`config.mk`:
```
export PLATFORM = sky130hd
export DESIGN_NAME = cmos_frame_capture
export DESIGN_NICKNAME = d
export VERILOG_FILES = /design/src/rtl/cmos_frame_capture.sv
export SDC_FILE = /design/constraint.sdc
export NUM_CORES = 1
export LEC_CHECK = 0
export CORE_ASPECT_RATIO = 0.5
export CORE_MARGIN = 2
export CORE_UTILIZATION = 40
export DETAILED_ROUTE_END_ITERATION = 10
export GPL_ROUTABILITY_DRIVEN = 0
export SLEW_MARGIN = 20
export SYNTH_ARGS = -nofsm -noshare
export SYNTH_HDL_FRONTEND = slang
export SYNTH_SLANG_ARGS = --single-unit
export TNS_END_PERCENT = 1
```
`constraint.sdc`:
```
create_clock -name cmos_pclk -period 2.83 [get_ports cmos_pclk]
set_input_delay 0.849 -clock cmos_pclk [delete_from_list [all_inputs] [get_ports cmos_pclk]]
set_output_delay 0.849 -clock cmos_pclk [all_outputs]
set_load 0.005 [all_outputs]
```
`src/rtl/cmos_frame_capture.sv`:
```
// DVP camera capture: registers VSYNC/HREF/data, assembles RGB565 (or RGB888 when
// CMOS_RGB888_EN is defined) byte groups into 24-bit pixels with SOP/EOP markers.
module cmos_frame_capture #(
  parameter int unsigned H_PIXELS    = 640,
  parameter int unsigned V_LINES     = 720,
  parameter int unsigned WAIT_FRAMES = 10
) (
  input  logic        cmos_pclk,
  input  logic        rst_n,
  input  logic        cmos_vsync,
  input  logic        cmos_herf,
  input  logic [7:0]  cmos_data,
  input  logic        cmos_cfg_done,
  output logic        cmos_frame_valid_w,
  output logic [23:0] cmos_frame_data,
  output logic        cmos_frame_sop_w,
  output logic        cmos_frame_eop_w
);

  localparam logic [31:0] TOTAL_PIX = 32'(H_PIXELS * V_LINES);
  localparam int unsigned WW = (WAIT_FRAMES > 0) ? $clog2(WAIT_FRAMES + 1) : 1;
  localparam logic [WW-1:0] WAIT_MAX = WW'(WAIT_FRAMES);
`ifdef CMOS_RGB888_EN
  localparam logic [1:0] LAST_PHASE = 2'd2;
`else
  localparam logic [1:0] LAST_PHASE = 2'd1;
`endif

  logic          r_vsync, r_vsync_d, r_herf;
  logic [7:0]    r_data, r_b0;
`ifdef CMOS_RGB888_EN
  logic [7:0]    r_b1;
`endif
  logic [1:0]    r_phase;
  logic [WW-1:0] r_wait_cnt;
  logic          r_out_en;
  logic [31:0]   r_pix_cnt;
  logic          r_sop_arm;
  logic          r_done;

  logic          w_frame_start;
  logic          w_pix;
  logic          w_emit;
  logic [31:0]   w_cnt_next;
  logic          w_last_pix;
  logic [23:0]   w_pixel;

  always_comb begin
    w_frame_start = r_vsync & ~r_vsync_d;
    w_pix         = r_herf && (r_phase == LAST_PHASE);
    // cfg_done gates directly so a drop suppresses the pixel registered on that same edge
    w_emit        = w_pix && r_out_en && cmos_cfg_done && !r_done;
    w_cnt_next    = r_pix_cnt + 32'd1;
    w_last_pix    = (w_cnt_next == TOTAL_PIX);
`ifdef CMOS_RGB888_EN
    w_pixel       = {r_b0, r_b1, r_data};
`else
    w_pixel       = {r_b0[7:3], r_b0[7:5],
                     r_b0[2:0], r_data[7:5], r_b0[2:1],
                     r_data[4:0], r_data[4:2]};
`endif
  end

  always_ff @(posedge cmos_pclk) begin
    if (!rst_n) begin
      r_vsync            <= 1'b0;
      r_vsync_d          <= 1'b0;
      r_herf             <= 1'b0;
      r_data             <= '0;
      r_b0               <= '0;
`ifdef CMOS_RGB888_EN
      r_b1               <= '0;
`endif
      r_phase            <= '0;
      r_wait_cnt         <= '0;
      r_out_en           <= 1'b0;
      r_pix_cnt          <= '0;
      r_sop_arm          <= 1'b0;
      r_done             <= 1'b0;
      cmos_frame_valid_w <= 1'b0;
      cmos_frame_data    <= '0;
      cmos_frame_sop_w   <= 1'b0;
      cmos_frame_eop_w   <= 1'b0;
    end else begin
      r_vsync   <= cmos_vsync;
      r_vsync_d <= r_vsync;
      r_herf    <= cmos_herf;
      r_data    <= cmos_data;

      // Enable is decided from the pre-increment count, so frame WAIT_FRAMES+1 is the first shown
      if (!cmos_cfg_done) begin
        r_wait_cnt <= '0;
        r_out_en   <= 1'b0;
      end else if (w_frame_start) begin
        r_out_en <= (r_wait_cnt == WAIT_MAX);
        if (r_wait_cnt != WAIT_MAX) r_wait_cnt <= r_wait_cnt + 1'b1;
      end

      if (!r_herf || r_phase == LAST_PHASE) r_phase <= '0;
      else                                  r_phase <= r_phase + 2'd1;
      if (r_herf && r_phase == 2'd0) r_b0 <= r_data;
`ifdef CMOS_RGB888_EN
      if (r_herf && r_phase == 2'd1) r_b1 <= r_data;
`endif

      cmos_frame_valid_w <= w_emit;
      cmos_frame_sop_w   <= w_emit && r_sop_arm;
      cmos_frame_eop_w   <= w_emit && w_last_pix;
      if (w_emit) cmos_frame_data <= w_pixel;

      // A pixel emitted on the frame-start edge still belongs to the old frame
      if (w_frame_start) begin
        r_pix_cnt <= '0;
        r_sop_arm <= 1'b1;
        r_done    <= 1'b0;
      end else if (w_emit) begin
        r_pix_cnt <= w_cnt_next;
        r_sop_arm <= 1'b0;
        if (w_last_pix) r_done <= 1'b1;
      end
    end
  end

endmodule

```
* After elaboration in Yosys (flattened, before gate mapping)
Index checks and enable logic that the tools add are counted.
Cells by class: $add $sub $neg 3, multiply operators 0, div/mod/pow operators 0, $lt $le $gt $ge 0, equality and inequality tests 4, shifts and indexed selects 0, multiplexer cells 2, bitwise logic cells 3, reduce and logical (&&, ||, !) cells 17
Operator list (number):
- adder 32 x 1 -> 32 bit, second input constant | 1
- equality test 32 x 19 -> 1 bit, second input constant | 1
- logical AND 1 bit | 7
- AND reduction 2 bit | 3
- adder 4 x 1 -> 4 bit, second input constant | 1
- equality test 4 bit, second input constant | 1
- != test 4 bit, second input constant | 1
- OR reduction 2 bit | 2
- adder 2 x 1 -> 2 bit, second input constant | 1
- equality test 2 x 1 -> 1 bit, second input constant | 1
- logical NOT 1 bit | 2
- logical NOT 2 bit | 1
- two-way mux 1 bit | 2
- NOT 1 bit | 2
- nonzero test 2 bit | 1
- bitwise AND 1 bit | 1
- logical OR 1 bit | 1
Word-level totals: bits in registers 87, bits in latches 0, memory bits (writable) 0, bits in read-only memories 0, input port bits 13, output and inout bits 27, word-level logic and storage cells 44, memories 0

* Depth between registers and ports, before layout
depth after elaboration 7, mapped depth 10, mapped depth without buffers 9

* Least setup slack after synthesis
No wires, ideal clock.
kind input to register, from in cmos_cfg_done, to reg r_pix_cnt[23], setup time 0.128 ns, data arrival time 2.236 ns, data required time 2.702 ns, path slack 0.466 ns, stages on the path 8, buffers on the path 1, path through nand2_1 -> or3_1 -> clkbuf_1 -> and4bb_2 -> nor2b_1 -> and3_1 -> xnor2_1 -> nor2_1
On the way: word-level cells in the longest chain between the ends 2
Ends and longest elaborated chain:
- start: declaration | RTL line 13 | input logic cmos_cfg_done,
- logical AND 1 bit (2 in a row) | RTL line 52 | w_emit = w_pix && r_out_en && cmos_cfg_done && !r_done;
- end signal: assignment | RTL line 117 | r_pix_cnt <= w_cnt_next;
- end: declaration | RTL line 37 | logic [31:0] r_pix_cnt;
No other way between the ends. A chain may end at the register's enable or synchronous reset.

* Final worst setup path
from reg r_pix_cnt[8], to reg cmos_frame_eop_w
On the way: word-level cells in the longest chain between the ends 3
Ends and longest elaborated chain:
- adder 32 x 1 -> 32 bit | RTL line 53 | w_cnt_next = r_pix_cnt + 32'd1;
- equality test 32 x 19 -> 1 bit | RTL line 54 | w_last_pix = (w_cnt_next == TOTAL_PIX);
- logical AND 1 bit | RTL line 108 | cmos_frame_eop_w <= w_emit && w_last_pix;
- end signal: assignment | RTL line 108
- end: declaration | RTL line 17 | output logic cmos_frame_eop_w
No other way between the ends.

==> out/qor.txt <==
=====================================================================================
Run status                                                               finished clean
Worst R2R Setup Slack                                                          200 ps
F_max                                                                         380 MHz
Maximum fanout along the worst path                                                 8
Switching power summed over all nets                                       0.000503 W
Average wire per standard cell                                                12.9 um
Ratio of final minimum period to clock period                                   92.9%
Leading cell type in the layout, fill and taps excluded                       dfxtp_1
EDFF count, synth                                                                   0
End point of the critical path                                           cmos_frame_eop_w
Share of total power in combinational logic                                      3.0%
Fraction of power spent switching nets                                          21.4%
Buffers on Ports                                                                   39
Die height                                                                    71.9 um
Total number of vias                                                             2868
Nets                                                                              473
DRT iter0 DRCs                                                                    181
Startpoint of the most critical register-to-register path                r_pix_cnt[8]
Via count of the first global-routing pass                                       2705
Count of hold buffers inserted by post-cts repair                                   0
Final-report setup violation count                                                  0
Required time reported for the critical path endpoint                         3110 ps
Largest net degree at the start of global routing                                  34
Register area share after synthesis                                             42.9%
Die span in x                                                                  140 um
Worst path arrival time                                                       2910 ps
Min cycle time layout                                                         2630 ps
Number of rows in the core area                                                    24
Category of the worst setup path launch point                                register
Post-detailed-route via-to-cell ratio                                            4.97
Synthesized netlist cell count                                                    423
Total routing resource utilization after global routing                         16.0%
Buffer count from post-CTS setup fixing                                             0
Commonest cells after routing, fill and taps aside                       dfxtp_1 (78), nand2_1 (62), nor2_1 (40)
GRT Residual Overflow                                                               0
Routed Wire Length                                                            7470 um
Ordered cell list for the critical path                                  nand4_2 > or4_4 > nor3_2 > or4b_4 > xnor2_1 > nor4_1 > and2_1
Synth Cell Area                                                             3690 um^2
TritonCTS sink count                                                               79
Top post-synthesis cells by area                                         dfxtp_1 (43%), nand2_1 (6.3%), xnor2_1 (5.0%), xor2_1 (5.0%), a21boi_0 (4.9%)
Final total power                                                           0.00235 W
Fraction of synthesized cell area taken by the top area cell type               42.9%
Clock-pin slew of the registers on the worst-case setup and hold paths          60 ps
Number of synthesized register bits                                                79
Net Count, Synth                                                                  441
P_int                                                                       0.00185 W
Share of cells above drive strength 1                                           10.0%
Share of total power in the clock network                                       48.8%
Min-delay worst type                                                       reg -> reg
Htree depth                                                                         3
Sort of element at the end of the critical path                              register
Number of max-capacitance violations reported                                       0
TritonCTS clock tree                                                              yes
Cell taking the most area after synthesis                                     dfxtp_1
Detailed-route DRC error count                                                      0
Worst clock skew on the final layout                                          6.34 ps
Worst Reg-to-Reg Cells                                                              7
Worst vdd ir                                                                 0.290 mV
Number of warning messages in the yosys log                                         0
I/O Pins                                                                           40
Worst flop-to-flop path endpoint                                         cmos_frame_eop_w
Deepest clock path buffer count                                                     2
Floorplan Core Area                                                         8830 um^2
Placed wire-length estimate after detailed placement                          5070 um
Rel. slew slack                                                                 53.7%
Relative area change from synthesis to final layout                             20.2%
Share of power burned in registers                                              48.2%
Number of detailed-routing iterations run before antenna repair                     4
Utilization after layout                                                        50.3%
PD cells                                                                  530 nW/um^2
Die Footprint                                                              10100 um^2
Clock root cell                                                             clkbuf_16
Cell Count, Final, Fillers Out                                                    577
Actual transition at the worst max-transition pin                              688 ps
Antenna violations before repair                                                    0
Starting utilization of the core area                                           41.8%
Final ANT Viol Nets                                                                 0
Hold Violations, Final                                                              0
Number of CTS-inserted buffers                                                      9
Slew Limit Fails                                                                    0
Antenna Cells                                                                       0
Top FF cell, synth                                                            dfxtp_1
Synth cell types                                                                   51
Number of placed instances, taps included                                         561
Critical Path Max Stage Delay                                                  570 ps
Post-synth ARST share                                                              0%
RSZ-0062 raised after global routing                                            false
Type of the worst setup path                                               reg -> reg
Clock network latency to the later pin of the worst-skew pair                  330 ps
First-pass GRT wire length                                                   13000 um
Leakage component of the power                                                1.54 nW
Critical path startpoint                                                 r_pix_cnt[8]
Slowest cell on the critical path                                               or4_4
Synthesized area per cell                                                   8.72 um^2
=====================================================================================
[Yosys cell counts (2+ instances only)]
cell type,number
dfxtp_1,79
nand2_1,62
nor2_1,40
a21boi_0,24
nand3_1,21
xnor2_1,21
xor2_1,21
nand4_1,18
clkbuf_1,15
and2_1,13
buf_4,11
and3_1,9
nor3_1,9
a21oi_1,7
inv_1,6
o21ai_0,6
or3_1,6
and4_1,5
ha_1,5
and3_2,3
buf_6,3
nor2b_1,3
nor4_1,3
o211ai_1,3
clkbuf_8,2
nor3b_1,2
or4_2,2
[logic make-up (layout without fill, tap and decap cells)]
family                     Yosys count  after routing  share of synthesized area (%)
AOI/OAI and AO/OA                   49             49                           9.29
xor gates and xnor gates            42             42                           9.97
adders and majority gates            5              5                           1.70
buffers and inverters               40             77                           6.41
DFF                                 79             79                           42.9
and+or+nand+nor                    208            208                           29.8
[worst min path at each step]
| stage | depth (start not counted) | startpoint | end |
|---|---|---|---|
| 5_1_grt | 1 | r_vsync | r_vsync_d |
| 4_1_cts | 1 | r_vsync | r_vsync_d |
| 2_1_floorplan | 1 | r_vsync | r_vsync_d |
| 3_5_place_dp | 1 | r_vsync | r_vsync_d |
| 6_report | 1 | r_vsync | r_vsync_d |
| 3_3_place_gp | 1 | r_vsync | r_vsync_d |
[flip-flops by register name (all words and copies together) (netlist names), 2 cells and up]
signal	cells
r_pix_cnt	32
cmos_frame_data	16
r_b0	8
r_data	8
r_wait_cnt	4
r_phase	2
[worst max-delay path, delay by kind of cell (launching register included)]
kind,cells,cell delay [ps]
xor gates and xnor gates,1,160
and+or+nand+nor,6,1940
DFF,1,480
[routing by layer]
layer  wire (um)  vias to the layer above  share of wire [%]  global-route usage [%]
met5           0                        -                  0                       0
met4          70                        0               0.94                    4.67
met3         280                        6                3.8                    4.42
met2        3270                       55                 44                    25.5
met1        3840                     1306                 51                    21.5
li1            -                     1501                  -                       -
[power groups by stage]
| stage | logic, W | clock network [W] | registers [W] |
|---|---|---|---|
| 6_report | 0.0000710 | 0.00115 | 0.00113 |
| 5_1_grt | 0.0000806 | 0.00122 | 0.00114 |
| 2_1_floorplan | 0.0000413 | 0 | 0.00116 |
| 4_1_cts | 0.0000725 | 0.00118 | 0.00113 |
| 3_3_place_gp | 0.0000718 | 0 | 0.00116 |
| 3_5_place_dp | 0.0000722 | 0 | 0.00116 |
[metrics by stage]
step                      area (um^2)  worst slack, ps  TNS [ps]  hold WS, ps
after floorplan                  3690              466         0          421
after global placement           4140            -57.7      -210          433
after detailed placement         4140            -90.0      -421          446
after CTS                        4440              169         0          461
after global routing             4440             28.1         0          469
final                            4440              200         0          452
[layout make-up]
type                            instances  area (um^2)
Clock buffer                           10          229
Fill cell                             860         4390
Sequential cell                        79         1580
Tap cell                              117          146
Multi-Input combinational cell        304         1880
Timing Repair Buffer                   55          510
Inverter                                6         22.5
Clock inverter                          6         68.8
[repair_timing]
action / in CTS / in global routing
gates resized for setup: 0 / 1
hold endpoints to repair: 0 / 0
setup endpoints to repair: 0 / 2
Note: power is estimated with default switching activity, not from simulation.
